### src/rtl/fifo_uart_tx_if.sv
// Bundle between the FIFO read port, the UART drain stage and its status outputs.
// fifo_empty/fifo_rd_en handshake: a word is popped in exactly the cycle where
// fifo_rd_en=1 (only ever driven while fifo_empty=0); fifo_data holds that word
// from the following cycle on. There is no other flow control.
interface fifo_uart_tx_if #(
    parameter int DATA_WIDTH = 8
);
    logic                  enable;
    logic                  fifo_empty;
    logic [DATA_WIDTH-1:0] fifo_data;
    logic                  fifo_rd_en;
    logic                  tx;
    logic                  busy;
    logic                  byte_done;

    modport master (
        output enable, fifo_empty, fifo_data,
        input  fifo_rd_en, tx, busy, byte_done
    );

    modport slave (
        input  enable, fifo_empty, fifo_data,
        output fifo_rd_en, tx, busy, byte_done
    );
endinterface

### src/rtl/fifo_uart_tx.sv
// FIFO drain stage: pops one word per frame and serializes it as 8N1 / 8E1 UART
// (start bit, LSB first, optional even parity, one stop bit) on a registered tx.
module fifo_uart_tx #(
    parameter int DATA_WIDTH   = 8,
    parameter int CLKS_PER_BIT = 16,
    parameter int PARITY_EN    = 0
) (
    input  logic                clk,
    input  logic                rst,
    fifo_uart_tx_if.slave       bus,
    output logic [2:0]          fsm_state
);
    localparam int BW = (CLKS_PER_BIT > 1) ? $clog2(CLKS_PER_BIT) : 1;
    localparam int IW = $clog2(DATA_WIDTH) + 1;
    localparam logic [BW-1:0] BAUD_LAST = BW'(CLKS_PER_BIT - 1);
    localparam logic [IW-1:0] IDX_LAST  = IW'(DATA_WIDTH - 1);

    typedef enum logic [2:0] {
        S_IDLE   = 3'd0,
        S_WAIT   = 3'd1,
        S_START  = 3'd2,
        S_DATA   = 3'd3,
        S_PARITY = 3'd4,
        S_STOP   = 3'd5
    } state_t;

    state_t                state, state_next;
    logic [BW-1:0]         baud, baud_next;
    logic [IW-1:0]         idx, idx_next;
    logic [DATA_WIDTH-1:0] shift, shift_next;
    logic                  parity, parity_next;
    logic                  tx_q, tx_next;
    logic                  bit_end;
    logic                  start_read;

    assign bit_end    = (baud == BAUD_LAST);
    // Reset gates the strobe so no word is popped while the stage is held in reset.
    assign start_read = (state == S_IDLE) && bus.enable && !bus.fifo_empty && !rst;

    always_ff @(posedge clk) begin
        if (rst) begin
            state  <= S_IDLE;
            baud   <= '0;
            idx    <= '0;
            shift  <= '0;
            parity <= 1'b0;
            tx_q   <= 1'b1;
        end else begin
            state  <= state_next;
            baud   <= baud_next;
            idx    <= idx_next;
            shift  <= shift_next;
            parity <= parity_next;
            tx_q   <= tx_next;
        end
    end

    always_comb begin
        state_next  = state;
        baud_next   = baud;
        idx_next    = idx;
        shift_next  = shift;
        parity_next = parity;
        tx_next     = 1'b1;

        case (state)
            S_IDLE: begin
                if (start_read) state_next = S_WAIT;
            end
            S_WAIT: begin
                shift_next  = bus.fifo_data;
                parity_next = (PARITY_EN != 0) ? ^bus.fifo_data : 1'b0;
                baud_next   = '0;
                idx_next    = '0;
                state_next  = S_START;
            end
            S_START: begin
                if (bit_end) begin
                    baud_next  = '0;
                    idx_next   = '0;
                    state_next = S_DATA;
                end else begin
                    baud_next = baud + 1'b1;
                end
            end
            S_DATA: begin
                if (bit_end) begin
                    baud_next  = '0;
                    shift_next = shift >> 1;
                    idx_next   = idx + 1'b1;
                    if (idx == IDX_LAST)
                        state_next = (PARITY_EN != 0) ? S_PARITY : S_STOP;
                end else begin
                    baud_next = baud + 1'b1;
                end
            end
            S_PARITY: begin
                if (bit_end) begin
                    baud_next  = '0;
                    state_next = S_STOP;
                end else begin
                    baud_next = baud + 1'b1;
                end
            end
            S_STOP: begin
                if (bit_end) begin
                    baud_next  = '0;
                    state_next = S_IDLE;
                end else begin
                    baud_next = baud + 1'b1;
                end
            end
            default: state_next = S_IDLE;
        endcase

        // tx is derived from the next state so the line changes exactly on state entry.
        case (state_next)
            S_START:  tx_next = 1'b0;
            S_DATA:   tx_next = shift_next[0];
            S_PARITY: tx_next = parity_next;
            default:  tx_next = 1'b1;
        endcase
    end

    assign bus.fifo_rd_en = start_read;
    assign bus.tx         = tx_q;
    assign bus.busy       = (state != S_IDLE);
    assign bus.byte_done  = (state == S_STOP) && bit_end;
    assign fsm_state      = state;
endmodule

### src/flat_wrapper.sv
// flat-port wrapper written by rule: the top's interface ports become plain ports
module fifo_uart_tx_flat 
#(
    parameter int DATA_WIDTH   = 8,
    parameter int CLKS_PER_BIT = 16,
    parameter int PARITY_EN    = 0
)
  (clk, rst, fsm_state, bus_enable, bus_fifo_empty, bus_fifo_data, bus_fifo_rd_en, bus_tx, bus_busy, bus_byte_done);
  fifo_uart_tx_if #(.DATA_WIDTH(DATA_WIDTH)) bus_i ();
  input  logic clk;
  input  logic rst;
  output logic [2:0] fsm_state;
  input wire logic [$bits(bus_i.enable)-1:0] bus_enable;
  input wire logic [$bits(bus_i.fifo_empty)-1:0] bus_fifo_empty;
  input wire logic [$bits(bus_i.fifo_data)-1:0] bus_fifo_data;
  output wire logic [$bits(bus_i.fifo_rd_en)-1:0] bus_fifo_rd_en;
  output wire logic [$bits(bus_i.tx)-1:0] bus_tx;
  output wire logic [$bits(bus_i.busy)-1:0] bus_busy;
  output wire logic [$bits(bus_i.byte_done)-1:0] bus_byte_done;
  assign bus_i.enable = bus_enable;
  assign bus_i.fifo_empty = bus_fifo_empty;
  assign bus_i.fifo_data = bus_fifo_data;
  assign bus_fifo_rd_en = bus_i.fifo_rd_en;
  assign bus_tx = bus_i.tx;
  assign bus_busy = bus_i.busy;
  assign bus_byte_done = bus_i.byte_done;
  fifo_uart_tx #(.DATA_WIDTH(DATA_WIDTH), .CLKS_PER_BIT(CLKS_PER_BIT), .PARITY_EN(PARITY_EN)) u_core (.clk(clk), .rst(rst), .bus(bus_i), .fsm_state(fsm_state));
endmodule
### config.mk
export PLATFORM = sky130hd
export DESIGN_NAME = fifo_uart_tx_flat
export DESIGN_NICKNAME = d
export VERILOG_FILES = /design/src/rtl/fifo_uart_tx_if.sv /design/src/rtl/fifo_uart_tx.sv /design/src/flat_wrapper.sv
export SDC_FILE = /design/constraint.sdc
export NUM_CORES = 1
export LEC_CHECK = 0
export ABC_AREA = 0
export CORE_UTILIZATION = 46
export CTS_CLUSTER_DIAMETER = 200
export DETAILED_ROUTE_END_ITERATION = 8
export GPL_TIMING_DRIVEN = 0
export PLACE_DENSITY = 0.71
export SYNTH_ARGS = -nofsm -noshare
export SYNTH_HDL_FRONTEND = slang
export SYNTH_SLANG_ARGS = --single-unit
### constraint.sdc
create_clock -name clk -period 1.55 [get_ports clk]
set_input_delay 0.2325 -clock clk [delete_from_list [all_inputs] [get_ports clk]]
set_output_delay 0.2325 -clock clk [all_outputs]
set_load 0.05 [all_outputs]
Word level (Yosys, flattened, before mapping)
Cells that the tools add are included.
{"block": "word_totals", "reg_bits": 21, "input_bits": 12, "output_inout_bits": 7}
{"block": "classes", "n_addsub": 2, "eq_ne": 12, "muxes": 16, "reduce_logical": 14}
{"op": "3-bit 2-to-1 mux", "n": 6}
{"op": "3-bit case mux with 6 select lines", "n": 1}
{"op": "8-bit case mux with 2 select lines", "n": 1}
{"op": "3-bit by 2-bit == test with 1-bit output (second input constant)", "n": 4}
{"op": "4-bit 2-to-1 mux", "n": 3}
{"op": "4-bit case mux with 3 select lines", "n": 1}
{"op": "3-bit == test (second input constant)", "n": 3}
{"op": "4-bit by 1-bit adder with 4-bit output (second input constant)", "n": 2}
{"op": "8-bit 2-to-1 mux", "n": 1}
{"op": "4-bit case mux with 2 select lines", "n": 1}
{"op": "3-bit nonzero test", "n": 2}
{"op": "4-bit by 3-bit == test with 1-bit output (second input constant)", "n": 1}
{"op": "4-bit == test (second input constant)", "n": 1}
{"op": "1-bit logical AND", "n": 4}
{"op": "2-bit by 1-bit inequality test with 1-bit output (second input constant)", "n": 2}
{"op": "2-bit nonzero test", "n": 2}
{"op": "4-bit OR reduction", "n": 1}
{"op": "3-bit by 1-bit == test with 1-bit output (second input constant)", "n": 1}
{"op": "3-bit logical NOT", "n": 1}
{"op": "1-bit case mux with 3 select lines", "n": 1}
{"op": "3-bit AND reduction", "n": 1}
{"op": "1-bit logical NOT", "n": 2}
{"op": "2-bit AND reduction", "n": 1}
{"op": "1-bit 2-to-1 mux", "n": 1}

Depth between registers and ports, before layout
Gate-level depths: netlist (run 1).
{"block": "logic_depth", "word_depth": 8, "depth_mapped": 6}

Worst setup path before layout (run 1)
Ideal clock, no wire load.
{"block": "synth_timing", "path_kind": "register to output", "from": "reg u_core.state[0], in the netlist u_core.fsm_state[0]", "to": "out bus_byte_done", "t_arrival_ns": 2.193, "t_required_ns": 1.317, "slack_ns": -0.876, "path_stages_with_launch": 3, "path_cell_list": "dfxtp_1 > nand4_1 > nor3b_1"}
{"block": "synth_between", "elab_chain_cells": 2}
{"element": "start: declaration", "line_no": "fifo_uart_tx.sv:27", "text": "state_t state, state_next;"}
{"element": "start signal: assignment", "line_no": "fifo_uart_tx.sv:49", "text": "state <= state_next;"}
{"element": "3-bit == test", "line_no": "fifo_uart_tx.sv:128", "text": "assign bus.byte_done = (state == S_STOP) && bit_end;"}
{"element": "1-bit logical AND", "line_no": "fifo_uart_tx.sv:128"}
{"element": "end: declaration", "line_no": "flat_wrapper.sv:19", "text": "output wire logic [$bits(bus_i.byte_done)-1:0] bus_byte_done;"}
Every way passes these cells.

Final worst setup path (run 1)
{"block": "layout_timing", "from": "reg u_core.state[1], in the netlist u_core.fsm_state[1]", "to": "out bus_fifo_rd_en"}
{"block": "layout_between", "elab_chain_cells": 4}
{"element": "3-bit logical NOT", "line_no": "fifo_uart_tx.sv:38", "text": "assign start_read = (state == S_IDLE) && bus.enable && !bus.fifo_empty && !rst;"}
{"element": "1-bit logical AND (3 in a row)", "line_no": "fifo_uart_tx.sv:38"}
{"element": "end: declaration", "line_no": "flat_wrapper.sv:16", "text": "output wire logic [$bits(bus_i.fifo_rd_en)-1:0] bus_fifo_rd_en;"}
Every way passes these cells.

==> impl_metrics.env, run 1 <==
export IMPL_fin_crit_ns=1.83
export IMPL_synth_common_cells="dfxtp_1, nor2_1, inv_1"
export IMPL_diodes=0
export IMPL_cp_max_fo=5
export IMPL_synth_area_mm2=0.00112
export IMPL_tightest_slew_ns=0.491
export IMPL_grt_ovfl_total=0
export IMPL_first_iter_violations=34
export IMPL_cp_data_required_time_ns=1.32
export IMPL_finClkSkew_ns=0.0125
export IMPL_syn_avg_cell_area_um2=7.96
export IMPL_min_path_type="register to register"
export IMPL_dp_hpwl_um=1870
export IMPL_yosys_area_share_simple=0.311
export IMPL_synth_flop_cell="dfxtp_1"
export IMPL_yosysSeqAreaShare=0.375
export IMPL_routabilityCongestion=0.861
export IMPL_cts_tree="built"
export IMPL_wl_per_cell_um=14.6
export IMPL_fin_crit_sh=1.18
export IMPL_core_area_mm2=0.00225
export IMPL_violations="negative setup slack"
export IMPL_cts_root_buf="clkbuf_4"
export IMPL_ctsHtreeMaxLevel=1
export IMPL_slew_viol_final=0
export IMPL_synth_top_area_cell="dfxtp_1"
export IMPL_synth_area_mux_share=0
export IMPL_grt_max_degree=13
export IMPL_num_vias=1144
export IMPL_cap_violations=0
export IMPL_start_util=0.498
export IMPL_viasPerCell=5.81
export IMPL_drive_gt1_frac=0.260
export IMPL_io_pins=19
export IMPL_leakage_uw=0.000563
export IMPL_start_kind="register"
export IMPL_area_growth_pct=36.9
export IMPL_synth_top_family_by_area="simple AND/OR/NAND/NOR gates"
export IMPL_max_vdd_ir_drop_mv=0.675
export IMPL_detail_route_antenna_nets=0
export IMPL_hold_viol=0
export IMPL_synth_compound_area_frac=0.219
export IMPL_ys_ff_latch=21
export IMPL_drc_errors=0
export IMPL_grt_pass1_wl_um=4500
export IMPL_synth_xor_area_share=0.00780
export IMPL_finalSetupViolations=4
export IMPL_rows=17
export IMPL_first_pass_iters=4
export IMPL_arrival_ns=1.60
export IMPL_synth_nets=155
export IMPL_die_width_um=51.4
export IMPL_numClockSinks=21
export IMPL_synth_edf_count=0
export IMPL_clock_path_buffers=2
export IMPL_place_ws_ns=-0.644
export IMPL_wl_um=2880
export IMPL_clkTransAtPathRegs_ns=0.13
export IMPL_status="finished with violations"
export IMPL_ys_async_sr_fraction=0
export IMPL_dpl_cell_area_mm2=0.00135
export IMPL_yosysUniqueCellTypes=39
export IMPL_cp_end_kind="output pin"
export IMPL_synth_top_area_share=0.375
export IMPL_port_buffers=18
export IMPL_fin_ws_ns=-0.281
export IMPL_finalPower_uw=979
export IMPL_fmax_ghz=0.546
export IMPL_fin_area_mm2=0.00154
export IMPL_cts_buffers=3
export IMPL_rsz0062_at_grt="true"
export IMPL_synth_adder_area_share=0.0223
export IMPL_synthCells=141
export IMPL_dieArea_mm2=0.00264
export IMPL_layout_nets=184
export IMPL_powerDensity_mw_per_mm2=637
export IMPL_clk_insertion_delay_late_ns=0.31
export IMPL_synth_area_top_cells="dfxtp_1, nor2_1, a31oi_1, o22ai_1, nor3b_1"
export IMPL_yosysWarnings=0
export IMPL_first_global_vias=980
export IMPL_antenna_found_initial=0
export IMPL_gr_usage_all_layers=0.231
export IMPL_die_h_um=51.4
export IMPL_ctsHoldBuffers=0
export IMPL_slew_headroom=0.673
export IMPL_path_class="register to output pin"
-- cell type report --
cell class	count	area [um^2]
Buffer	9	53.8
Clock buffer	3	22.5
Clock inverter	1	5.00
Fill cell	198	718
Inverter	9	33.8
Multi-Input combinational cell	102	729
Sequential cell	21	438
Tap cell	28	35.0
Timing Repair Buffer	24	219
-- power breakdown --
part | leakage, uW | internal, uW | switching (uW)
Combinational | 0.000371 | 70.0 | 83.7
Clock | 0.0000177 | 96.5 | 175
Sequential | 0.000174 | 546 | 8.44
Total | 0.000563 | 712 | 267
-- state kept, by name, indices dropped and copies added (netlist names) --
register          flops
u_core.baud           4
u_core.bus.tx         1
u_core.fsm_state      3
u_core.idx            4
u_core.parity         1
u_core.shift          8
-- stage by stage --
step	util	hold WS, ns	std cells	TNS [ns]
after CTS	0.625	0.484	193	-0.622
after global placement	0.599	0.461	187	-5.10
after global routing	0.681	0.501	197	-1.08
after detailed placement	0.599	0.467	187	-5.35
final	0.681	0.497	197	-0.674
after floorplan	-	0.444	141	-1.29
-- placed cells by master (no fill, tap or decap), types with 2 or more instances in the layout --
cell / count
a31oi_1: 7
clkbuf_1: 2
nand2_1: 7
nand4_1: 4
nand3_1: 3
clkbuf_4: 4
nor2_1: 20
dfxtp_2: 2
a21oi_1: 7
buf_4: 5
buf_2: 5
nand2b_1: 4
o22ai_1: 6
and2_1: 3
inv_1: 9
nor3b_1: 4
nor3_1: 2
o21ai_0: 2
dfxtp_4: 4
o21bai_1: 3
buf_6: 4
clkdlybuf4s50_1: 11
dfxtp_1: 15
dlygate4sd2_1: 4
or3_1: 2
-- logic make-up (layout without fill, tap and decap cells) --
logic type,count (synthesis),after routing
AO/OA/AOI/OAI,36,36
flip-flops,21,21
AND/OR/NAND/NOR,63,63
adder cells (fa/ha/maj),2,2
XOR/XNOR,1,1
buffers and inverters,18,46
-- routing by layer --
| metal | track usage | up-vias | part of all wire |
|---|---|---|---|
| li1 | - | 563 | - |
| met1 | 0.287 | 534 | 0.44 |
| met2 | 0.392 | 42 | 0.49 |
| met3 | 0.0446 | 5 | 0.059 |
| met4 | 0.0811 | 0 | 0.012 |
| met5 | 0 | - | 0 |
-- what timing repair did --
action,in CTS,in global routing
gates cloned,0,1
endpoints found under the setup margin,21,8
buffers inserted,2,4
pin swaps,2,12
gates resized for setup,26,24
-- final timing paths --
check | from | end | slack, ns | cells past startpoint
worst min register to register | u_core.parity | u_core.parity | 0.50 | 1
worst max-delay path | u_core.fsm_state[1] | bus_fifo_rd_en | -0.28 | 3
worst max register to register | u_core.fsm_state[1] | u_core.bus.tx | -0.01 | 5
worst min-delay path | u_core.parity | u_core.parity | 0.50 | 1
-- critical path: stages, from the launching register on --
cell and delay (ns):
dfxtp_4 0.38, or3_4 0.42, nor4b_4 0.28, buf_6 0.21
No activity file was read; power rests on OpenSTA's default activity.
==> run 2: changes to the inputs <==
--- a/config.mk
+++ b/config.mk
@@ -8,6 +8,7 @@
 export ABC_AREA = 0
 export CORE_UTILIZATION = 46
 export CTS_CLUSTER_DIAMETER = 200
+export CTS_CLUSTER_SIZE = 12
 export DETAILED_ROUTE_END_ITERATION = 8
 export GPL_TIMING_DRIVEN = 0
 export PLACE_DENSITY = 0.71
==> results of run 2 <==
Final layout, timing and power as in run 1 (identical DEF).
